**config.mk**
```make
export PLATFORM = sky130hd
export DESIGN_NAME = wb_port_arbiter_flat
export DESIGN_NICKNAME = d
export VERILOG_FILES = /design/src/rtl/wb_port_arbiter_if.sv /design/src/rtl/wb_port_arbiter.sv /design/src/flat_wrapper.sv
export SDC_FILE = /design/constraint.sdc
export NUM_CORES = 2
export LEC_CHECK = 0
export ABC_AREA = 1
export CAP_MARGIN = 10
export CORE_AREA = 2 2 535 537
export CTS_CLUSTER_SIZE = 8
export DETAILED_ROUTE_END_ITERATION = 8
export DIE_AREA = 0 0 537 539
export SETUP_SLACK_MARGIN = 0.15
export SLEW_MARGIN = 20
export SYNTH_ARGS = -nofsm -noshare
export SYNTH_HDL_FRONTEND = slang
export SYNTH_SLANG_ARGS = --single-unit
```
**constraint.sdc**
```tcl
create_clock -name clk_i -period 5.2 [get_ports clk_i]
set_input_delay 0.78 -clock clk_i [delete_from_list [all_inputs] [get_ports clk_i]]
set_output_delay 0.78 -clock clk_i [all_outputs]
set_load 0.01 [all_outputs]
```
**src/rtl/wb_port_arbiter_if.sv**
```systemverilog
// Result-source to write-back-port bundle between execute-stage FUs and the scoreboard.
// Latency: none of its own (wires only); write-back fields are registered by the arbiter.
// Backpressure: req_ready_o is the only back-signal; write-back ports are never stalled.
interface wb_port_arbiter_if #(
  parameter int NR_REQ        = 6,
  parameter int NR_WB_PORTS   = 4,
  parameter int TRANS_ID_BITS = 3,
  parameter int XLEN          = 64
);

  // requester side
  logic                                        flush_i;
  logic [NR_REQ-1:0]                           req_valid_i;
  logic [NR_REQ-1:0][TRANS_ID_BITS-1:0]        req_trans_id_i;
  logic [NR_REQ-1:0][XLEN-1:0]                 req_data_i;
  logic [NR_REQ-1:0]                           req_ex_valid_i;
  logic [NR_REQ-1:0][XLEN-1:0]                 req_ex_cause_i;
  logic [NR_REQ-1:0]                           req_ready_o;

  // scoreboard write-back side
  logic [NR_WB_PORTS-1:0][TRANS_ID_BITS-1:0]   trans_id_o;
  logic [NR_WB_PORTS-1:0][XLEN-1:0]            wbdata_o;
  logic [NR_WB_PORTS-1:0]                      ex_valid_o;
  logic [NR_WB_PORTS-1:0][XLEN-1:0]            ex_cause_o;
  logic [NR_WB_PORTS-1:0]                      wt_valid_o;
  logic [15:0]                                 stall_cnt_o;

  // FU results / scoreboard consumer side
  modport master (
    output flush_i, req_valid_i, req_trans_id_i, req_data_i, req_ex_valid_i, req_ex_cause_i,
    input  req_ready_o, trans_id_o, wbdata_o, ex_valid_o, ex_cause_o, wt_valid_o, stall_cnt_o
  );

  // arbiter side
  modport slave (
    input  flush_i, req_valid_i, req_trans_id_i, req_data_i, req_ex_valid_i, req_ex_cause_i,
    output req_ready_o, trans_id_o, wbdata_o, ex_valid_o, ex_cause_o, wt_valid_o, stall_cnt_o
  );

endinterface

```
**src/rtl/wb_port_arbiter.sv**
```systemverilog
// Round-robin share of NR_WB_PORTS write-back ports among NR_REQ FU result sources.
// Latency: grant (req_ready_o, combinational) in cycle N, registered write-back in cycle N+1.
// Backpressure: ungranted requesters hold until ready; write-back ports are never stalled.
module wb_port_arbiter #(
  parameter int NR_REQ        = 6,
  parameter int NR_WB_PORTS   = 4,
  parameter int TRANS_ID_BITS = 3,
  parameter int XLEN          = 64
) (
  input  logic                  clk_i,
  input  logic                  rst_ni,
  wb_port_arbiter_if.slave      bus
);

  localparam int PW = $clog2(NR_REQ);

  typedef struct packed {
    logic [TRANS_ID_BITS-1:0] trans_id;
    logic [XLEN-1:0]          data;
    logic                     ex_valid;
    logic [XLEN-1:0]          ex_cause;
    logic                     wt_valid;
  } wb_port_t;

  logic [PW-1:0]                      rr_q, rr_d;
  logic [PW-1:0]                      last_idx;
  logic [NR_REQ-1:0]                  eligible;
  logic [NR_REQ-1:0]                  gnt;
  logic [NR_WB_PORTS-1:0]             port_vld;
  logic [NR_WB_PORTS-1:0][PW-1:0]     port_sel;
  logic                               contend;
  logic [15:0]                        stall_cnt_q;
  wb_port_t [NR_WB_PORTS-1:0]         port_q;

  // Position k of the scan starting at base, wrapped for any NR_REQ (not only powers of two).
  function automatic logic [PW-1:0] scan_idx(input logic [PW-1:0] base, input int k);
    int s;
    s = int'(base) + k;
    if (s >= NR_REQ) s = s - NR_REQ;
    return s[PW-1:0];
  endfunction

  // Nothing may be granted during reset or in a flush cycle.
  assign eligible = (rst_ni && !bus.flush_i) ? bus.req_valid_i : '0;

  // Scan from rr_q, granting the first NR_WB_PORTS valid requesters; the k-th grant drives port k.
  always_comb begin : scan
    int            n_gnt;
    logic [PW-1:0] idx;
    gnt      = '0;
    port_vld = '0;
    port_sel = '0;
    last_idx = rr_q;
    n_gnt    = 0;
    idx      = '0;
    for (int k = 0; k < NR_REQ; k++) begin
      idx = scan_idx(rr_q, k);
      if (eligible[idx] && (n_gnt < NR_WB_PORTS)) begin
        gnt[idx] = 1'b1;
        for (int p = 0; p < NR_WB_PORTS; p++) begin
          if (p == n_gnt) begin
            port_sel[p] = idx;
            port_vld[p] = 1'b1;
          end
        end
        last_idx = idx;
        n_gnt++;
      end
    end
  end

  assign bus.req_ready_o = gnt;

  // Next pointer: one past the last grant, zero on flush, unchanged when idle.
  always_comb begin
    rr_d = rr_q;
    if (bus.flush_i) begin
      rr_d = '0;
    end else if (|gnt) begin
      rr_d = (last_idx == PW'(NR_REQ - 1)) ? '0 : last_idx + 1'b1;
    end
  end

  // Contention means more valid requesters than ports; a flush cycle never counts.
  always_comb begin : count_valid
    int n_valid;
    n_valid = 0;
    for (int i = 0; i < NR_REQ; i++) begin
      if (bus.req_valid_i[i]) n_valid++;
    end
    contend = !bus.flush_i && (n_valid > NR_WB_PORTS);
  end

  // Round-robin pointer register.
  always_ff @(posedge clk_i or negedge rst_ni) begin
    if (!rst_ni) rr_q <= '0;
    else         rr_q <= rr_d;
  end

  // Saturating contention counter; flush deliberately leaves it alone.
  always_ff @(posedge clk_i or negedge rst_ni) begin
    if (!rst_ni) begin
      stall_cnt_q <= '0;
    end else if (contend && (stall_cnt_q != 16'hFFFF)) begin
      stall_cnt_q <= stall_cnt_q + 16'd1;
    end
  end

  // Write-back port registers: payload loads only on grant, valids clear otherwise.
  always_ff @(posedge clk_i or negedge rst_ni) begin
    if (!rst_ni) begin
      port_q <= '0;
    end else begin
      for (int p = 0; p < NR_WB_PORTS; p++) begin
        if (port_vld[p]) begin
          port_q[p].trans_id <= bus.req_trans_id_i[port_sel[p]];
          port_q[p].data     <= bus.req_data_i[port_sel[p]];
          port_q[p].ex_valid <= bus.req_ex_valid_i[port_sel[p]];
          port_q[p].ex_cause <= bus.req_ex_cause_i[port_sel[p]];
          port_q[p].wt_valid <= 1'b1;
        end else begin
          port_q[p].ex_valid <= 1'b0;
          port_q[p].wt_valid <= 1'b0;
        end
      end
    end
  end

  // Unpack the port registers onto the scoreboard-facing fields.
  always_comb begin
    bus.trans_id_o = '0;
    bus.wbdata_o   = '0;
    bus.ex_valid_o = '0;
    bus.ex_cause_o = '0;
    bus.wt_valid_o = '0;
    for (int p = 0; p < NR_WB_PORTS; p++) begin
      bus.trans_id_o[p] = port_q[p].trans_id;
      bus.wbdata_o[p]   = port_q[p].data;
      bus.ex_valid_o[p] = port_q[p].ex_valid;
      bus.ex_cause_o[p] = port_q[p].ex_cause;
      bus.wt_valid_o[p] = port_q[p].wt_valid;
    end
  end

  assign bus.stall_cnt_o = stall_cnt_q;

endmodule

```
**src/flat_wrapper.sv**
```systemverilog
// flat-port wrapper written by rule: the top's interface ports become plain ports
module wb_port_arbiter_flat 
#(
  parameter int NR_REQ        = 6,
  parameter int NR_WB_PORTS   = 4,
  parameter int TRANS_ID_BITS = 3,
  parameter int XLEN          = 64
)
  (clk_i, rst_ni, bus_flush_i, bus_req_valid_i, bus_req_trans_id_i, bus_req_data_i, bus_req_ex_valid_i, bus_req_ex_cause_i, bus_req_ready_o, bus_trans_id_o, bus_wbdata_o, bus_ex_valid_o, bus_ex_cause_o, bus_wt_valid_o, bus_stall_cnt_o);
  wb_port_arbiter_if #(.NR_REQ(NR_REQ), .NR_WB_PORTS(NR_WB_PORTS), .TRANS_ID_BITS(TRANS_ID_BITS), .XLEN(XLEN)) bus_i ();
  input  logic clk_i;
  input  logic rst_ni;
  input wire logic [$bits(bus_i.flush_i)-1:0] bus_flush_i;
  input wire logic [$bits(bus_i.req_valid_i)-1:0] bus_req_valid_i;
  input wire logic [$bits(bus_i.req_trans_id_i)-1:0] bus_req_trans_id_i;
  input wire logic [$bits(bus_i.req_data_i)-1:0] bus_req_data_i;
  input wire logic [$bits(bus_i.req_ex_valid_i)-1:0] bus_req_ex_valid_i;
  input wire logic [$bits(bus_i.req_ex_cause_i)-1:0] bus_req_ex_cause_i;
  output wire logic [$bits(bus_i.req_ready_o)-1:0] bus_req_ready_o;
  output wire logic [$bits(bus_i.trans_id_o)-1:0] bus_trans_id_o;
  output wire logic [$bits(bus_i.wbdata_o)-1:0] bus_wbdata_o;
  output wire logic [$bits(bus_i.ex_valid_o)-1:0] bus_ex_valid_o;
  output wire logic [$bits(bus_i.ex_cause_o)-1:0] bus_ex_cause_o;
  output wire logic [$bits(bus_i.wt_valid_o)-1:0] bus_wt_valid_o;
  output wire logic [$bits(bus_i.stall_cnt_o)-1:0] bus_stall_cnt_o;
  assign bus_i.flush_i = bus_flush_i;
  assign bus_i.req_valid_i = bus_req_valid_i;
  assign bus_i.req_trans_id_i = bus_req_trans_id_i;
  assign bus_i.req_data_i = bus_req_data_i;
  assign bus_i.req_ex_valid_i = bus_req_ex_valid_i;
  assign bus_i.req_ex_cause_i = bus_req_ex_cause_i;
  assign bus_req_ready_o = bus_i.req_ready_o;
  assign bus_trans_id_o = bus_i.trans_id_o;
  assign bus_wbdata_o = bus_i.wbdata_o;
  assign bus_ex_valid_o = bus_i.ex_valid_o;
  assign bus_ex_cause_o = bus_i.ex_cause_o;
  assign bus_wt_valid_o = bus_i.wt_valid_o;
  assign bus_stall_cnt_o = bus_i.stall_cnt_o;
  wb_port_arbiter #(.NR_REQ(NR_REQ), .NR_WB_PORTS(NR_WB_PORTS), .TRANS_ID_BITS(TRANS_ID_BITS), .XLEN(XLEN)) u_core (.clk_i(clk_i), .rst_ni(rst_ni), .bus(bus_i));
endmodule
```
==> metrics.md <==
| Metric | Value |
|---|---|
| Startpoint class of the critical path | flip-flop |
| Routed met2 length | 196800 um |
| Slowest stage delay, CP | 0.43 ns |
| Vias in the first global route | 79.75k |
| Post-route ant nets | 0 |
| Commonest non-fill, non-tap cell in the layout | nand3_1 |
| Synth Instances | 10.78k |
| Initial Util | 0.2073 |
| Commonest cells after routing, fill and taps aside | 3656 x nand3_1, 2784 x nand2_1, 1347 x clkdlybuf4s50_1, 1166 x inv_1, 679 x buf_4 |
| Final Slew Violations | 0 |
| Root Buffer Master | clkbuf_16 |
| Clock buffer depth | 3 |
| Share of the synthesized area in the top cell type | 0.3201 |
| CTS tree | done |
| DRT Pass-1 Iters | 7 |
| Detailed-route wire length | 456300 um |
| Worst hold path type | flip-flop to flip-flop |
| Flops & latches, synth | about 550 |
| Total track usage | 0.2909 |
| DR vias/cell | 5.325 |
| Worst slew margin | 0.3469 |
| Worst slew pin tran | a little under 1 ns |
| Final Hold Fails | 0 |
| Antenna violations before repair | 66 |
| Chip height | roughly 540 um |
| Crit path kind | flip-flop to flip-flop |
| Largest net degree at the start of global routing | 110 |
| Netlist Area Pre-Place | between 0.05 and 0.06 mm^2 |
| Status | complete, no violations |
| Tmin final | 5.046 ns |
| Final setup violation count | 0 |
| Critical Path Source | u_core.rr_q[2] |
| Post-synthesis sequential area ratio | 0.2342 |
| Share of layout cells above drive strength 1 | 0.1448 |
| First-pass GRT wire length | around 610000 um |
| Top cells by area, synth | nand3_1 32%, dfrtp_1 23%, nand2_1 18%, inv_1 7.6%, a21oi_1 4.6% |
| CP max stage cell | dfrtp_2 |
| Grt total ovfl | 0 |
| Crit. End Element | flip-flop |
| Worst reg-to-reg path cell count | 40 |
| Row count | 196 |
| Ports | roughly 1.4k |
| F_max | 0.1982 GHz |
| Worst-path fanout max | 6 |
| Wl on met1 | 163100 um |
| WL/cell | about 28 um |
| Wire length on met3 | 52430 um |
| GP Congestion | 0.9938 |
| Final #Nets | approximately 13k |
| Clk_skew | 0.03443 ns |
| PortBufs | 1354 |
| RR Startpoint | u_core.rr_q[2] |
| Fill cell count | 31.29k |
| Post-route DRC | 0 |
| DP HPWL | 338000 um |
| Crit-path leading delay family | buffers and inverters |
| Area of the core | between 0.2 and 0.3 mm^2 |
| TritonCTS buffer count | between 80 and 90 |
| Die width | between 500 and 600 um |
| Hold slack | 0.4861 ns |
| Area of the multi-input gates | 0.03751 mm^2 |
| Register area | 0.01379 mm^2 |
| Max-cap violation count | 0 |
| Area delta synth->final | 55.51% |
| RSZ-0062 raised after global routing | yes |
| Post-synthesis net count | 11.61k |
| Most numerous cell on the critical path | buf_6 |
| Fin crit share | 0.9705 |
| Synth unique cells | 38 |
| Buf/Inv on CP | 19 |
| Synth warnings | 0 |
| Async S/R FF share, synth | 1.000 |
| Clock transition at path regs | 0.06 ns |
| Via count | 86.73k |
| CTS H-tree lvls | 3 |
| Full die area | 0.2894 mm^2 |
| WP depth | 40 |
| Top cell type by total area after synthesis | nand3_1 |
| Number of flops mapped to enable cells by yosys | 0 |
| Hold path depth | 1 |
| Main synth FF type | dfrtp_1 |
| Detailed router's first-iteration violation count | 12.39k |
| Req. time, crit path | roughly 5.8 ns |
| Hold Crit Start | u_core.bus.stall_cnt_o[5] |
| CTS Sinks | 551 |
| Syn_area_per_cell | 5.461 um^2 |
| Highest metal used | met5 |
| Clk_lat worst skew | 0.74 ns |
| WP data arrival | roughly 5.6 ns |
## layer usage
| metal | up-vias | GRT usage |
|---|---|---|
| met1 | 40370 | 0.3453 |
| met4 | 34 | 0.2228 |
| li1 | 38050 | - |
| met3 | 1545 | 0.07452 |
| met5 | - | 0.001832 |
| met2 | 6728 | 0.4473 |
## per-stage QoR
step | utilization | std cells | instance area (um^2) | TNS (ns) | setup WS [ns]
2_1_floorplan | - | 10780 | 58970 | 0 | 0.1851
6_report | 0.3224 | 16290 | 91550 | 0 | 0.1536
5_1_grt | 0.3223 | 16280 | 91520 | -0.003948 | -0.002986
4_1_cts | 0.3108 | 16130 | 88260 | 0 | 0.1211
3_3_place_gp | 0.2969 | 15940 | 84320 | -220.69 | -0.7162
3_5_place_dp | 0.2969 | 15940 | 84320 | -197.43 | -0.6412
## sequential cells by signal, summed over array words and instances (netlist names)
| signal | cells |
|---|---|
| u_core.bus.ex_cause_o | 256 |
| u_core.bus.ex_valid_o | 4 |
| u_core.bus.stall_cnt_o | 16 |
| u_core.bus.trans_id_o | 12 |
| u_core.bus.wbdata_o | 256 |
| u_core.bus.wt_valid_o | 4 |
| u_core.rr_q | 3 |
## path summary, 6_finish.rpt
check,endpoint,slack (ns)
setup / recovery,u_core.bus.wbdata_o[201],0.15
hold / removal,u_core.bus.stall_cnt_o[5],0.49
setup reg to reg,u_core.bus.wbdata_o[201],0.15
hold reg to reg,u_core.bus.stall_cnt_o[5],0.49
max in group asynchronous,u_core.bus.ex_cause_o[152],1.56
min in group asynchronous,u_core.rr_q[0],0.62
## synth_stat cells, types with 2 or more instances
| library cell | n |
|---|---|
| nor3_1 | 12 |
| o21ai_0 | 18 |
| nand2_2 | 17 |
| buf_6 | 11 |
| clkinv_1 | 5 |
| inv_1 | 1189 |
| nand3_2 | 3 |
| xor2_1 | 13 |
| nand3_1 | 3765 |
| o21ai_2 | 7 |
| o21ai_1 | 10 |
| nand3b_1 | 4 |
| nor2_1 | 579 |
| xnor2_1 | 8 |
| buf_2 | 337 |
| o22ai_1 | 2 |
| buf_4 | 34 |
| ha_1 | 26 |
| inv_2 | 198 |
| o211ai_1 | 4 |
| nor2_2 | 4 |
| nor2_4 | 7 |
| nand4_1 | 5 |
| o31ai_1 | 2 |
| dfrtp_1 | 551 |
| buf_1 | 108 |
| nand2_1 | 2880 |
| clkbuf_1 | 434 |
| a21oi_1 | 538 |
## repair_timing
action | 4_1_cts | 5_1_grt
gates resized for setup | 159 | 358
cloned | 13 | 53
hold buffers | 1 | 0
setup endpoints to repair | 534 | 529
buffers inserted | 54 | 41
endpoints found under the hold margin | 1 | 0
pin swaps | 51 | 164
## area by class of cell
class                           count  area share
Antenna cell                       67    0.001831
Clock buffer                      111     0.02517
Clock inverter                     11    0.001408
Inverter                         1392     0.05758
Multi-Input combinational cell   7913      0.4098
Sequential cell                   551      0.1506
Tap cell                         3762     0.05142
Timing Repair Buffer             2481      0.3022
## cell families (layout without fill, tap and decap cells)
kind of cell | Yosys count | in the layout | share of synthesized area
AO/OA/AOI/OAI | 585 | 585 | 0.05092
XOR/XNOR | 21 | 21 | 0.003124
adder cells (fa/ha/maj) | 26 | 26 | 0.005526
buffers and inverters | 2316 | 3995 | 0.1584
flip-flops | 551 | 551 | 0.2342
other | 0 | 67 | 0
AND/OR/NAND/NOR | 7281 | 7281 | 0.5478
Power is left out: the tool's default activity adds up to more than one toggle a clock period on the data nets, which glitch-free logic cannot reach.
